==> src/rtl/ps2_serial_engine_if.sv <==
// Client-side command/receive bundle for one PS/2 protocol engine.
interface ps2_serial_engine_if;
  logic [7:0] tx_data;
  logic       tx_valid;
  logic       tx_ready;
  logic [7:0] rx_data;
  logic       rx_valid;
  logic       rx_err;
  logic       tx_done;
  logic       tx_err;

  modport master (
    output tx_data, tx_valid,
    input  tx_ready, rx_data, rx_valid, rx_err, tx_done, tx_err
  );

  modport slave (
    input  tx_data, tx_valid,
    output tx_ready, rx_data, rx_valid, rx_err, tx_done, tx_err
  );
endinterface

==> src/rtl/ps2_serial_engine.sv <==
// Single-channel PS/2 host engine: deserialises device frames, serialises host commands.
// Optional clock-line glitch filter enabled by defining PS2_GLITCH_FILTER_EN.
module ps2_serial_engine #(
  parameter int unsigned INHIBIT_CYCLES = 5000,
  parameter int unsigned TIMEOUT_CYCLES = 100000
`ifdef PS2_GLITCH_FILTER_EN
  , parameter int unsigned FILTER_LEN = 8
`endif
) (
  input  logic Clk,
  input  logic Rst_n,
  input  logic ps2_clk_rx,
  input  logic ps2_d_rx,
  output logic ps2_clk_tx,
  output logic ps2_d_tx,
  ps2_serial_engine_if.slave bus
);

  localparam int unsigned CNT_MAX = (INHIBIT_CYCLES > TIMEOUT_CYCLES) ? INHIBIT_CYCLES : TIMEOUT_CYCLES;
  localparam int unsigned CNT_W   = $clog2(CNT_MAX + 1);
  localparam int unsigned BIT_W   = 4;

  typedef enum logic [2:0] {IDLE, RX, TX_INHIBIT, TX_DATA, TX_ACK, TX_RELEASE} state_t;

  state_t             state;
  logic               clk_s1, clk_s2, d_s1, d_s2;
  logic               fclk, fclk_d;
  logic               sample_evt;
  logic               timeout;
  logic [CNT_W-1:0]   cnt;
  logic [BIT_W-1:0]   bit_cnt;
  logic [7:0]         rx_shift;
  logic               rx_par;
  logic [8:0]         tx_shift;
  logic               tx_ready_q, rx_valid_q, rx_err_q, tx_done_q, tx_err_q;
  logic [7:0]         rx_data_q;

  // Idle PS/2 lines are high, so synchronisers reset high to avoid a false edge.
  always_ff @(posedge Clk or negedge Rst_n) begin
    if (!Rst_n) begin
      clk_s1 <= 1'b1;
      clk_s2 <= 1'b1;
      d_s1   <= 1'b1;
      d_s2   <= 1'b1;
    end else begin
      clk_s1 <= ps2_clk_rx;
      clk_s2 <= clk_s1;
      d_s1   <= ps2_d_rx;
      d_s2   <= d_s1;
    end
  end

`ifdef PS2_GLITCH_FILTER_EN
  localparam int unsigned FILT_W = $clog2(FILTER_LEN + 1);
  logic [FILT_W-1:0] filt_cnt;
  logic              fclk_q;

  // Accept a new clock level only after FILTER_LEN consecutive disagreeing samples.
  always_ff @(posedge Clk or negedge Rst_n) begin
    if (!Rst_n) begin
      fclk_q   <= 1'b1;
      filt_cnt <= '0;
    end else if (clk_s2 == fclk_q) begin
      filt_cnt <= '0;
    end else if (filt_cnt == FILT_W'(FILTER_LEN - 1)) begin
      fclk_q   <= clk_s2;
      filt_cnt <= '0;
    end else begin
      filt_cnt <= filt_cnt + 1'b1;
    end
  end

  assign fclk = fclk_q;
`else
  assign fclk = clk_s2;
`endif

  always_ff @(posedge Clk or negedge Rst_n) begin
    if (!Rst_n) fclk_d <= 1'b1;
    else        fclk_d <= fclk;
  end

  assign sample_evt = fclk_d & ~fclk;
  assign timeout    = (cnt == CNT_W'(TIMEOUT_CYCLES - 1));

  // Protocol FSM; cnt doubles as inhibit timer and inter-edge watchdog.
  always_ff @(posedge Clk or negedge Rst_n) begin
    if (!Rst_n) begin
      state      <= IDLE;
      ps2_clk_tx <= 1'b0;
      ps2_d_tx   <= 1'b0;
      tx_ready_q <= 1'b0;
      rx_data_q  <= 8'h00;
      rx_valid_q <= 1'b0;
      rx_err_q   <= 1'b0;
      tx_done_q  <= 1'b0;
      tx_err_q   <= 1'b0;
      cnt        <= '0;
      bit_cnt    <= '0;
      rx_shift   <= 8'h00;
      rx_par     <= 1'b0;
      tx_shift   <= 9'h000;
    end else begin
      rx_valid_q <= 1'b0;
      rx_err_q   <= 1'b0;
      tx_done_q  <= 1'b0;
      tx_err_q   <= 1'b0;
      cnt        <= sample_evt ? '0 : cnt + 1'b1;

      unique case (state)
        IDLE: begin
          cnt        <= '0;
          bit_cnt    <= '0;
          tx_ready_q <= 1'b1;
          if (bus.tx_valid && tx_ready_q) begin
            tx_shift   <= {~^bus.tx_data, bus.tx_data};
            tx_ready_q <= 1'b0;
            ps2_clk_tx <= 1'b1;
            state      <= TX_INHIBIT;
          end else if (sample_evt && !d_s2) begin
            tx_ready_q <= 1'b0;
            state      <= RX;
          end
        end

        RX: begin
          if (sample_evt) begin
            bit_cnt <= bit_cnt + BIT_W'(1);
            if (bit_cnt < BIT_W'(8)) begin
              rx_shift <= {d_s2, rx_shift[7:1]};
            end else if (bit_cnt == BIT_W'(8)) begin
              rx_par <= d_s2;
            end else begin
              if (d_s2 && (^{rx_shift, rx_par})) begin
                rx_valid_q <= 1'b1;
                rx_data_q  <= rx_shift;
              end else begin
                rx_err_q <= 1'b1;
              end
              tx_ready_q <= 1'b1;
              state      <= IDLE;
            end
          end else if (timeout) begin
            rx_err_q   <= 1'b1;
            tx_ready_q <= 1'b1;
            state      <= IDLE;
          end
        end

        TX_INHIBIT: begin
          // Our own clock pull causes edges here; the timer must ignore them.
          cnt <= cnt + 1'b1;
          if (cnt == CNT_W'(INHIBIT_CYCLES - 1)) begin
            ps2_clk_tx <= 1'b0;
            ps2_d_tx   <= 1'b1;
            cnt        <= '0;
            bit_cnt    <= '0;
            state      <= TX_DATA;
          end
        end

        TX_DATA: begin
          if (sample_evt) begin
            if (bit_cnt < BIT_W'(9)) begin
              ps2_d_tx <= ~tx_shift[0];
              tx_shift <= {1'b0, tx_shift[8:1]};
              bit_cnt  <= bit_cnt + BIT_W'(1);
            end else begin
              ps2_d_tx <= 1'b0;
              state    <= TX_ACK;
            end
          end else if (timeout) begin
            tx_err_q   <= 1'b1;
            ps2_clk_tx <= 1'b0;
            ps2_d_tx   <= 1'b0;
            tx_ready_q <= 1'b1;
            state      <= IDLE;
          end
        end

        TX_ACK: begin
          if (sample_evt) begin
            if (!d_s2) tx_done_q <= 1'b1;
            else       tx_err_q  <= 1'b1;
            state <= TX_RELEASE;
          end else if (timeout) begin
            tx_err_q   <= 1'b1;
            ps2_clk_tx <= 1'b0;
            ps2_d_tx   <= 1'b0;
            tx_ready_q <= 1'b1;
            state      <= IDLE;
          end
        end

        TX_RELEASE: begin
          if (fclk && d_s2) begin
            tx_ready_q <= 1'b1;
            state      <= IDLE;
          end else if (timeout) begin
            ps2_clk_tx <= 1'b0;
            ps2_d_tx   <= 1'b0;
            tx_ready_q <= 1'b1;
            state      <= IDLE;
          end
        end

        default: state <= IDLE;
      endcase
    end
  end

  assign bus.tx_ready = tx_ready_q;
  assign bus.rx_data  = rx_data_q;
  assign bus.rx_valid = rx_valid_q;
  assign bus.rx_err   = rx_err_q;
  assign bus.tx_done  = tx_done_q;
  assign bus.tx_err   = tx_err_q;

endmodule

==> src/flat_wrapper.sv <==
// flat-port wrapper written by rule: the top's interface ports become plain ports
module ps2_serial_engine_flat 
#(
  parameter int unsigned INHIBIT_CYCLES = 5000,
  parameter int unsigned TIMEOUT_CYCLES = 100000

)
  (Clk, Rst_n, ps2_clk_rx, ps2_d_rx, ps2_clk_tx, ps2_d_tx, bus_tx_data, bus_tx_valid, bus_tx_ready, bus_rx_data, bus_rx_valid, bus_rx_err, bus_tx_done, bus_tx_err);
  ps2_serial_engine_if bus_i ();
  input  logic Clk;
  input  logic Rst_n;
  input  logic ps2_clk_rx;
  input  logic ps2_d_rx;
  output logic ps2_clk_tx;
  output logic ps2_d_tx;
  input wire logic [$bits(bus_i.tx_data)-1:0] bus_tx_data;
  input wire logic [$bits(bus_i.tx_valid)-1:0] bus_tx_valid;
  output wire logic [$bits(bus_i.tx_ready)-1:0] bus_tx_ready;
  output wire logic [$bits(bus_i.rx_data)-1:0] bus_rx_data;
  output wire logic [$bits(bus_i.rx_valid)-1:0] bus_rx_valid;
  output wire logic [$bits(bus_i.rx_err)-1:0] bus_rx_err;
  output wire logic [$bits(bus_i.tx_done)-1:0] bus_tx_done;
  output wire logic [$bits(bus_i.tx_err)-1:0] bus_tx_err;
  assign bus_i.tx_data = bus_tx_data;
  assign bus_i.tx_valid = bus_tx_valid;
  assign bus_tx_ready = bus_i.tx_ready;
  assign bus_rx_data = bus_i.rx_data;
  assign bus_rx_valid = bus_i.rx_valid;
  assign bus_rx_err = bus_i.rx_err;
  assign bus_tx_done = bus_i.tx_done;
  assign bus_tx_err = bus_i.tx_err;
  ps2_serial_engine #(.INHIBIT_CYCLES(INHIBIT_CYCLES), .TIMEOUT_CYCLES(TIMEOUT_CYCLES)) u_core (.Clk(Clk), .Rst_n(Rst_n), .ps2_clk_rx(ps2_clk_rx), .ps2_d_rx(ps2_d_rx), .ps2_clk_tx(ps2_clk_tx), .ps2_d_tx(ps2_d_tx), .bus(bus_i));
endmodule
==> config.mk <==
export PLATFORM = sky130hd
export DESIGN_NAME = ps2_serial_engine_flat
export DESIGN_NICKNAME = d
export VERILOG_FILES = /design/src/rtl/ps2_serial_engine_if.sv /design/src/rtl/ps2_serial_engine.sv /design/src/flat_wrapper.sv
export SDC_FILE = /design/constraint.sdc
export NUM_CORES = 1
export LEC_CHECK = 0
export BUFFER_PORTS_ARGS = -buffer_cell sky130_fd_sc_hd__buf_2
export CAP_MARGIN = 20
export CORE_AREA = 5 5 101 141
export DETAILED_ROUTE_END_ITERATION = 8
export DIE_AREA = 0 0 106 146
export PLACE_DENSITY = 0.52
export SYNTH_ARGS = -nofsm -noshare
export SYNTH_HDL_FRONTEND = slang
export SYNTH_SLANG_ARGS = --single-unit
==> constraint.sdc <==
create_clock -name Clk -period 2.6 [get_ports Clk]
set_input_delay 0.52 -clock Clk [delete_from_list [all_inputs] [get_ports Clk]]
set_output_delay 0.52 -clock Clk [all_outputs]
set_load 0.01 [all_outputs]
# --- Word-level counts from Yosys, hierarchy flattened ---
# Index checks and enable logic that the tools add are counted.
word_totals:
  elab_cells: 135
  out_inout_bits: 15
  regBits: 62
  in_bits: 13
op_classes:
  addsub: 2
  n_mux: 64
  n_eq_ne: 20
  reduce_logical: 23
  magnitude_cmp: 2
  bitwise_logic: 5
ops:
  columns: ["cell", "count"]
  rows:
  - ["$mux 1", 36]
  - ["$mux 17", 2]
  - ["$pmux 17 s2", 1]
  - ["$mux 3", 11]
  - ["$mux 9", 3]
  - ["$reduce_and 5->1", 4]
  - ["$pmux 3 s6", 1]
  - ["$pmux 9 s2", 1]
  - ["$add 17x1->17 const B", 1]
  - ["$eq 17x13->1 const B", 1]
  - ["$eq 17x17->1 const B", 1]
  - ["$mux 4", 4]
  - ["$pmux 4 s4", 1]
  - ["$reduce_and 4->1", 4]
  - ["$reduce_bool 4->1", 4]
  - ["$pmux 1 s4", 3]
  - ["$ne 2x1->1 const B", 5]
  - ["$ne 3x3->1 const B", 3]
  - ["$reduce_xor 9->1", 1]
  - ["$lt 4x4->1 const B", 2]
  - ["$reduce_xnor 8->1", 1]
  - ["$eq 3x2->1 const B", 2]
  - ["$eq 3x3->1 const B", 2]
  - ["$ne 2x2->1 const B", 3]
  - ["13 further kinds", 19]

# --- Longest topological paths before layout ---
# Gate-level depths: netlist (run 1).
logic_depth:
  depth_word: 7
  mapped_depth: 8
  mapped_depth_nobuf: 7

# --- Worst setup path before layout (run 1) ---
# No wires, ideal clock.
synth_path:
  kind: "register -> register"
  startpoint: "reg u_core.cnt[6]"
  endpoint: "reg u_core.ps2_d_tx"
  path_stages_with_launch: 6
  arrival_ps: 1832
  synth_period_minus_slack_ps: 1950
  setup_slack_ps: 650
  setup_time_ps: 118
  path_cell_list: "dfrtp_1 > or4b_4 > nor4_4 > a21oi_2 > a211o_1 > a21o_1"
synth_via:
  elab_chain_cells: 4
  word_cells_on_any_way: 9
synth_rtl:
  columns: ["item", "line_no", "source"]
  rows:
  - ["start: declaration", "ps2_serial_engine.sv:30", "logic [CNT_W-1:0] cnt;"]
  - ["start signal: assignment", "ps2_serial_engine.sv:108", "cnt <= sample_evt ? '0 : cnt + 1'b1;"]
  - ["start signal: assignment", "ps2_serial_engine.sv:152", "cnt <= cnt + 1'b1;"]
  - ["$eq 17x17->1", "ps2_serial_engine.sv:84", "assign timeout = (cnt == CNT_W'(TIMEOUT_CYCLES - 1));"]
  - ["$mux 1", null, null]
  - ["$mux 1, on equally long branches", null, null]
  - ["$pmux 1 s4", null, null]
  - ["end signal: assignment", "ps2_serial_engine.sv:165", "ps2_d_tx <= ~tx_shift[0];"]
  - ["end: declaration", "ps2_serial_engine.sv:15", "output logic ps2_d_tx,"]
# Several ways; a longest one is shown, not always the timed one. The select of a mux whose other input is x is not followed.
# A chain may end at the register's enable or synchronous reset.

# --- Final worst setup path (run 1) ---
layout_path:
  startpoint: "reg u_core.cnt[6]"
  endpoint: "reg u_core.cnt[7]"
layout_via:
  elab_chain_cells: 3
  word_cells_on_any_way: 5
layout_rtl:
  columns: ["item", "line_no", "source"]
  rows:
  - ["$add 17x1->17 / $eq 17x13->1 (equally long branches)", "ps2_serial_engine.sv:108, ps2_serial_engine.sv:152, ps2_serial_engine.sv:153", null]
  - ["$mux 17, on equally long branches", "ps2_serial_engine.sv:108, ps2_serial_engine.sv:153", null]
  - ["$pmux 17 s2 *", "ps2_serial_engine.sv:110", "unique case (state)"]
# Every way passes the cells marked *; elsewhere a longest branch is shown, timed or not.

==> flow_metrics.py, run 1 <==
metrics = {
    "floorplan": {
        "floorplan.die_area_mm2": 0.0155,
        "ios": 28,
        "die_h_um": 146,
        "coreArea_mm2": 0.0128,
        "die_w_um": 106,
        "start_util": 0.246,
        "rows": 49,
    },
    "synthesis": {
        "syn_inst": 292,
        "seq_area_frac_synth": 0.496,
        "synth_async_sr_flop_share": 1.00,
        "syn_area_mm2": 0.00314,
        "synth_edf_count": 0,
        "syn_nets": 309,
        "syn_area_per_cell_um2": 10.8,
        "synth_cell_type_count": 57,
        "synthFlopType": "dfrtp_1",
        "ys_warn_count": 0,
        "ys_ff_latch": 62,
    },
    "clock_network": {
        "post-cts-setup-buffer-count": 0,
        "post_cts_resized": 0,
        "cts_root_buf": "clkbuf_16",
        "htree_levels": 3,
        "cts.path.max_buffers": 2,
        "clk_latency_ns": 0.33,
        "hold_buffers": 0,
        "tritoncts": "done",
        "cts_sinks": 62,
        "clk_pin_slew_ns": 0.05,
        "numCtsBuffers": 9,
    },
    "sta": {
        "worst_pin_slew_ns": 0.587,
        "fin_crit_ns": 2.15,
        "finalCritPeriodShare": 0.825,
        "tns_ns": 0,
        "fmaxAchievable_mhz": 466,
        "relSlewSlack": 0.608,
        "finalWorstSetupSlack_ns": 0.455,
        "finalHoldViolations": 0,
        "maxSlewViolCount": 0,
        "skew_ns": 0.00746,
        "finalSetupViolCount": 0,
        "rsz0062_at_grt": "false",
    },
    "finish": {
        "nets": 344,
        "layout_common_cells": "dfrtp_1, nor2_1, buf_2",
        "nFillCells": 1334,
        "antenna_cells": 0,
        "fin_area_mm2": 0.00377,
        "multi_input_area_mm2": 0.00151,
        "seqCellArea_mm2": 0.00156,
        "fin_util": 0.296,
        "drive_gt1_frac": 0.238,
        "final_common_cell": "dfrtp_1",
        "area_growth_pct": 20.0,
    },
    "run_status": {
        "status": "complete, no violations",
    },
    "drt": {
        "wl_met2_um": 3520,
        "wl_met1_um": 2680,
        "totalWireLength_um": 6780,
        "routed.top_layer": "met4",
        "drt_first_pass_iters": 4,
        "avgRoutedWirePerCell_um": 14.0,
        "drc": 0,
        "wl_met3_um": 313,
        "drtIter0Drc": 135,
        "drtAntennaViolNets": 0,
        "vias": 2328,
        "avgViaCountPerCell": 4.80,
    },
    "power_and_ir_drop": {
        "ir_drop_v": 0.000258,
        "p_per_area_mw_per_mm2": 966,
        "p_leak_uw": 0.00171,
    },
    "global_route": {
        "grt_antenna_before_repair": 0,
        "grt-ovfl-total": 0,
        "grt_max_degree": 42,
        "grt_use_total": 0.0942,
        "grt_pass1_vias": 2386,
        "grt_pass1_wl_um": 11700,
    },
    "placement": {
        "dp_hpwl_um": 4890,
        "dp_slack_ns": 0.428,
        "placed_cell_area_mm2": 0.00349,
        "place_congestion": 0.855,
        "portBuffers": 27,
    },
    "setup_path": {
        "cp.required_ns": 2.79,
        "worstSetupPathType": "reg2reg",
        "cp-start-kind": "flip-flop",
        "path_max_fanout": 17,
        "cp.arrival_ns": 2.33,
        "end_kind": "flip-flop",
    },
    "min_path": {
        "min_path_type": "in2async",
    },
    "run": {
        "cap_violations": 0,
    },
}
[state kept, by name, indices dropped and copies added, names as in the netlist, 3 cells and up]
name	flops
u_core.tx_shift	9
u_core.state	3
u_core.rx_shift	8
u_core.bus.rx_data	8
u_core.cnt	17
u_core.bit_cnt	4
[metal layers]
metal  global-route usage  vias to the layer above
li1                     -                     1101
met1                0.108                     1141
met5                    0                        -
met3               0.0235                       19
met2                0.159                       67
met4               0.0538                        0
[worst max-delay path: stages, from the launching register on]
cell	delay (ns)
dfrtp_1	0.42
or4b_4	0.60
nor4_4	0.34
nor3_2	0.13
a21oi_4	0.43
nor2_1	0.10
[path summary, 6_finish.rpt]
path / start / to / slack, ns / depth (start not counted)
setup reg to reg: u_core.cnt[6]$_DFF_PN0_ / u_core.cnt[7]$_DFF_PN0_ / 0.45 / 5
setup / recovery: u_core.cnt[6]$_DFF_PN0_ / u_core.cnt[7]$_DFF_PN0_ / 0.45 / 5
min in group Clk: ps2_clk_rx / u_core.clk_s1$_DFF_PN1_ / 0.29 / 1
max in group asynchronous: Rst_n / u_core.d_s1$_DFF_PN1_ / 1.77 / 2
hold reg to reg: u_core.clk_s1$_DFF_PN1_ / u_core.clk_s2$_DFF_PN1_ / 0.35 / 0
hold / removal: Rst_n / u_core.bus.rx_data[4]$_DFFE_PN0P_ / 0.17 / 1
[per-stage QoR]
step           instances  power (uW)  hold WS, ns
2_1_floorplan        292        2230        0.224
3_3_place_gp         469        2520        0.348
3_5_place_dp         469        2550        0.348
4_1_cts              485        3700        0.187
5_1_grt              485        3910        0.215
6_report             485        3640        0.169
[area by class of cell]
class	count	area share
sequential	62	0.413
multi-input combinational	211	0.399
clock buffer	15	0.0737
timing repair buffer	34	0.0531
tap	153	0.0508
inverter	9	0.00896
clock inverter	1	0.00133
[cell usage after synthesis, types with 3 or more instances]
cell type   n  area share
clkbuf_1    7      0.0084
a211o_1     3      0.0084
xor2_1     11       0.031
nand2b_1    6       0.012
ha_1        4       0.016
nand3_1    10       0.016
nor2_1     35       0.042
dfstp_2     5       0.042
or3_1       4      0.0080
inv_1       9       0.011
a21oi_1    15       0.024
nand2_1    18       0.021
xnor2_1    17       0.047
and3_1      3      0.0060
o21ai_0    11       0.018
dfrtp_1    57        0.45
mux2_2     17       0.061
nor2b_1     4      0.0080
mux2i_1     8       0.025
[power by group]
part / leakage (uW) / internal (uW) / switching (uW)
Sequential: 0.000803 / 1160 / 221
Combinational: 0.000770 / 531 / 604
Clock: 0.000140 / 722 / 402
[cell families (layout without fill, tap and decap cells)]
logic type / count (synthesis) / in the layout / synth area share
buffers and inverters: 19 / 59 / 0.0255
AO/OA/AOI/OAI: 52 / 52 / 0.115
flip-flops: 62 / 62 / 0.496
XOR/XNOR: 29 / 29 / 0.0852
adder cells (fa/ha/maj): 4 / 4 / 0.0159
multiplexers: 25 / 25 / 0.0864
AND/OR/NAND/NOR: 101 / 101 / 0.176
Power figures use the tool's default switching activity.
==> run 2, diff against run 1 <==
ABC_AREA = 1   (was unset)
CORE_AREA = 5 5 106 148   (was 5 5 101 141)
DIE_AREA = 0 0 111 153   (was 0 0 106 146)
PLACE_DENSITY = 0.53   (was 0.52)
clock period = 1.85 ns   (was 2.6 ns; I/O delays follow)
==> run 2 against run 1 <==
Via count is 30% higher. Sequential share of layout area fell by 4.6 points. Clock power grew 59%. Clock skew is 0.0029 ns lower. Worst hold slack worse by 0.027 ns. Global-route usage rose by 0.83 points. Combinational power rose by 79%. Wire length grew 20%. Sequential cell count unchanged. Die area up 9.7%. Critical path type unchanged. Highest routed layer unchanged.
==> flow_metrics.py, run 2 <==
metrics = {
    "sta": {
        "finalSetupViolCount": 0,
        "relSlewSlack": 0.708,
        "finalCritPeriodShare": 0.903,
        "finalWorstSetupSlack_ns": 0.179,
        "tns_ns": 0,
        "maxSlewViolCount": 0,
        "worst_pin_slew_ns": 0.437,
        "fmaxAchievable_mhz": 598,
        "fin_hold_ws_ns": 0.142,
        "skew_ns": 0.00460,
        "finalHoldViolations": 0,
        "fin_crit_ns": 1.67,
    },
    "placement": {
        "portBuffers": 27,
        "dp_hpwl_um": 6270,
        "place_congestion": 0.866,
        "dp_slack_ns": 0.176,
    },
    "synthesis": {
        "synth_top_area_frac": 0.413,
        "synth_cell_type_count": 34,
        "syn_area_mm2": 0.00345,
        "seq_area_frac_synth": 0.451,
        "ys_ff_latch": 62,
        "syn_area_per_cell_um2": 7.57,
        "syn_nets": 473,
        "synth_area_leaders": "dfrtp_1, nand2_1, inv_1",
        "syn_inst": 456,
        "synthFlopType": "dfrtp_1",
        "synth_async_sr_flop_share": 1.00,
        "synth_most_common_cell": "nand2_1",
        "synthTopCellsByCount": "nand2_1, dfrtp_1, inv_1, nor2_1, o21ai_0",
        "synth_edf_count": 0,
        "ys_warn_count": 0,
        "yosysTopAreaCell": "dfrtp_1",
    },
    "setup_path": {
        "path_delay_family": "simple AND/OR/NAND/NOR gates",
        "cp.arrival_ns": 1.92,
        "cp-start-kind": "flip-flop",
        "timing.rr.start": "u_core.cnt[0]$_DFF_PN0_",
        "cp.required_ns": 2.10,
        "worst-path-buf-inv": 1,
        "worstSetupPathType": "reg2reg",
        "cpPeakStageDelay_ns": 0.37,
        "crit_chain": "ha_1 > nand2_1 > nor2_2 > nand2_2 > nor3_4 > buf_4 > nand3_1 > xor2_1 > a21oi_1",
        "reg2reg_to": "u_core.cnt[16]$_DFF_PN0_",
        "rrSetupSlack_ns": 0.18,
        "cp.depth": 9,
        "end_kind": "flip-flop",
        "slowest_stage": "dfrtp_1",
        "path_max_fanout": 4,
        "reg2regPathDepth": 9,
    },
    "floorplan": {
        "die_w_um": 111,
        "start_util": 0.242,
        "rows": 52,
        "floorplan.die_area_mm2": 0.0170,
        "die_h_um": 153,
        "ios": 28,
        "coreArea_mm2": 0.0142,
    },
    "drt": {
        "avgViaCountPerCell": 4.36,
        "drtIter0Drc": 218,
        "avgRoutedWirePerCell_um": 11.7,
        "drtAntennaViolNets": 0,
        "totalWireLength_um": 8140,
        "vias": 3037,
        "drc": 0,
        "drt_first_pass_iters": 4,
    },
    "finish": {
        "drive_gt1_frac": 0.167,
        "layout_common_cells": "nand2_1, dfrtp_1, inv_1",
        "area_growth_pct": 23.2,
        "final_common_cell": "nand2_1",
        "regMostFlops": "u_core.cnt",
        "largest_reg_flops": 17,
        "top_regs": "u_core.cnt x17, u_core.tx_shift x9",
        "nFillCells": 1515,
        "nets": 520,
        "antenna_cells": 0,
    },
    "min_path": {
        "whs_path_depth": 1,
        "holdPathEnd": "u_core.d_s1$_DFF_PN1_",
        "min_path_type": "in2reg",
        "hold_path.startpoint": "ps2_d_rx",
    },
    "clock_network": {
        "numCtsBuffers": 9,
        "cts_sinks": 62,
        "clk_latency_ns": 0.33,
        "tritoncts": "done",
        "clk_pin_slew_ns": 0.05,
        "cts_root_buf": "clkbuf_16",
        "cts.path.max_buffers": 2,
        "htree_levels": 3,
    },
    "power_and_ir_drop": {
        "p_total_uw": 5710,
        "p_leak_uw": 0.00205,
        "p_per_area_mw_per_mm2": 1340,
        "ir_drop_v": 0.000385,
    },
    "run": {
        "cap_violations": 0,
    },
    "global_route": {
        "grt_antenna_before_repair": 0,
        "grt_use_total": 0.103,
        "grt_pass1_wl_um": 14400,
        "grt-ovfl-total": 0,
        "grt_max_degree": 24,
        "grt_pass1_vias": 3125,
    },
    "run_status": {
        "status": "complete, no violations",
    },
}
[run 2: metrics by stage]
| step | utilization | instances | area, um2 |
|---|---|---|---|
| 2_1_floorplan | - | 456 | 3450 |
| 3_3_place_gp | 0.273 | 677 | 3890 |
| 3_5_place_dp | 0.273 | 677 | 3890 |
| 4_1_cts | 0.296 | 694 | 4220 |
| 5_1_grt | 0.298 | 697 | 4250 |
| 6_report | 0.298 | 697 | 4250 |
[run 2: where the power goes]
part	switching [uW]	total, uW	internal [uW]
Clock	607	1780	1180
Combinational	1310	2040	726
Sequential	245	1890	1640
[run 2: worst max path at each step]
stage | from | endpoint | slack [ns]
6_report | u_core.cnt[0]$_DFF_PN0_ | u_core.cnt[16]$_DFF_PN0_ | 0.18
5_1_grt | u_core.cnt[0]$_DFF_PN0_ | u_core.cnt[12]$_DFF_PN0_ | -0.004
4_1_cts | u_core.cnt[0]$_DFF_PN0_ | u_core.cnt[12]$_DFF_PN0_ | 0.16
3_5_place_dp | u_core.cnt[0]$_DFF_PN0_ | u_core.cnt[12]$_DFF_PN0_ | 0.18
3_3_place_gp | u_core.fclk_d$_DFF_PN1_ | u_core.state[0]$_DFFE_PN0P_ | 0.19
2_1_floorplan | u_core.fclk_d$_DFF_PN1_ | u_core.bus.rx_data[0]$_DFFE_PN0P_ | 0.26
[run 2: kinds of logic (layout without fill, tap and decap cells)]
logic type               after synthesis  after routing  share of synthesized area
AND/OR/NAND/NOR                      265            265                      0.348
flip-flops                            62             62                      0.451
buffers and inverters                 57            109                     0.0659
AO/OA/AOI/OAI                         55             55                     0.0877
XOR/XNOR                              13             13                     0.0330
adder cells (fa/ha/maj)                4              4                     0.0145
[run 2: metal layers]
layer	part of all wire	GRT usage
met2	0.52	0.182
met1	0.42	0.114
met3	0.023	0.0249
met4	0.030	0.0516
met5	0	0
[run 2: final cells by class]
class                   count  area, um2  area share
inverters                  52        195      0.0459
clock inverters             6       86.3      0.0203
flip-flops and latches     62       1560       0.367
clock buffers              10        229      0.0538
repair buffers             41        268      0.0630
multi-input cells         337       1680       0.395
well taps                 189        236      0.0556
[run 2: repair_timing]
item                                    4_1_cts  5_1_grt
endpoints found under the setup margin        0        8
buffers inserted                              0        3
hold buffers                                  1        0
gates resized for setup                       0        4
endpoints found under the hold margin        12        0
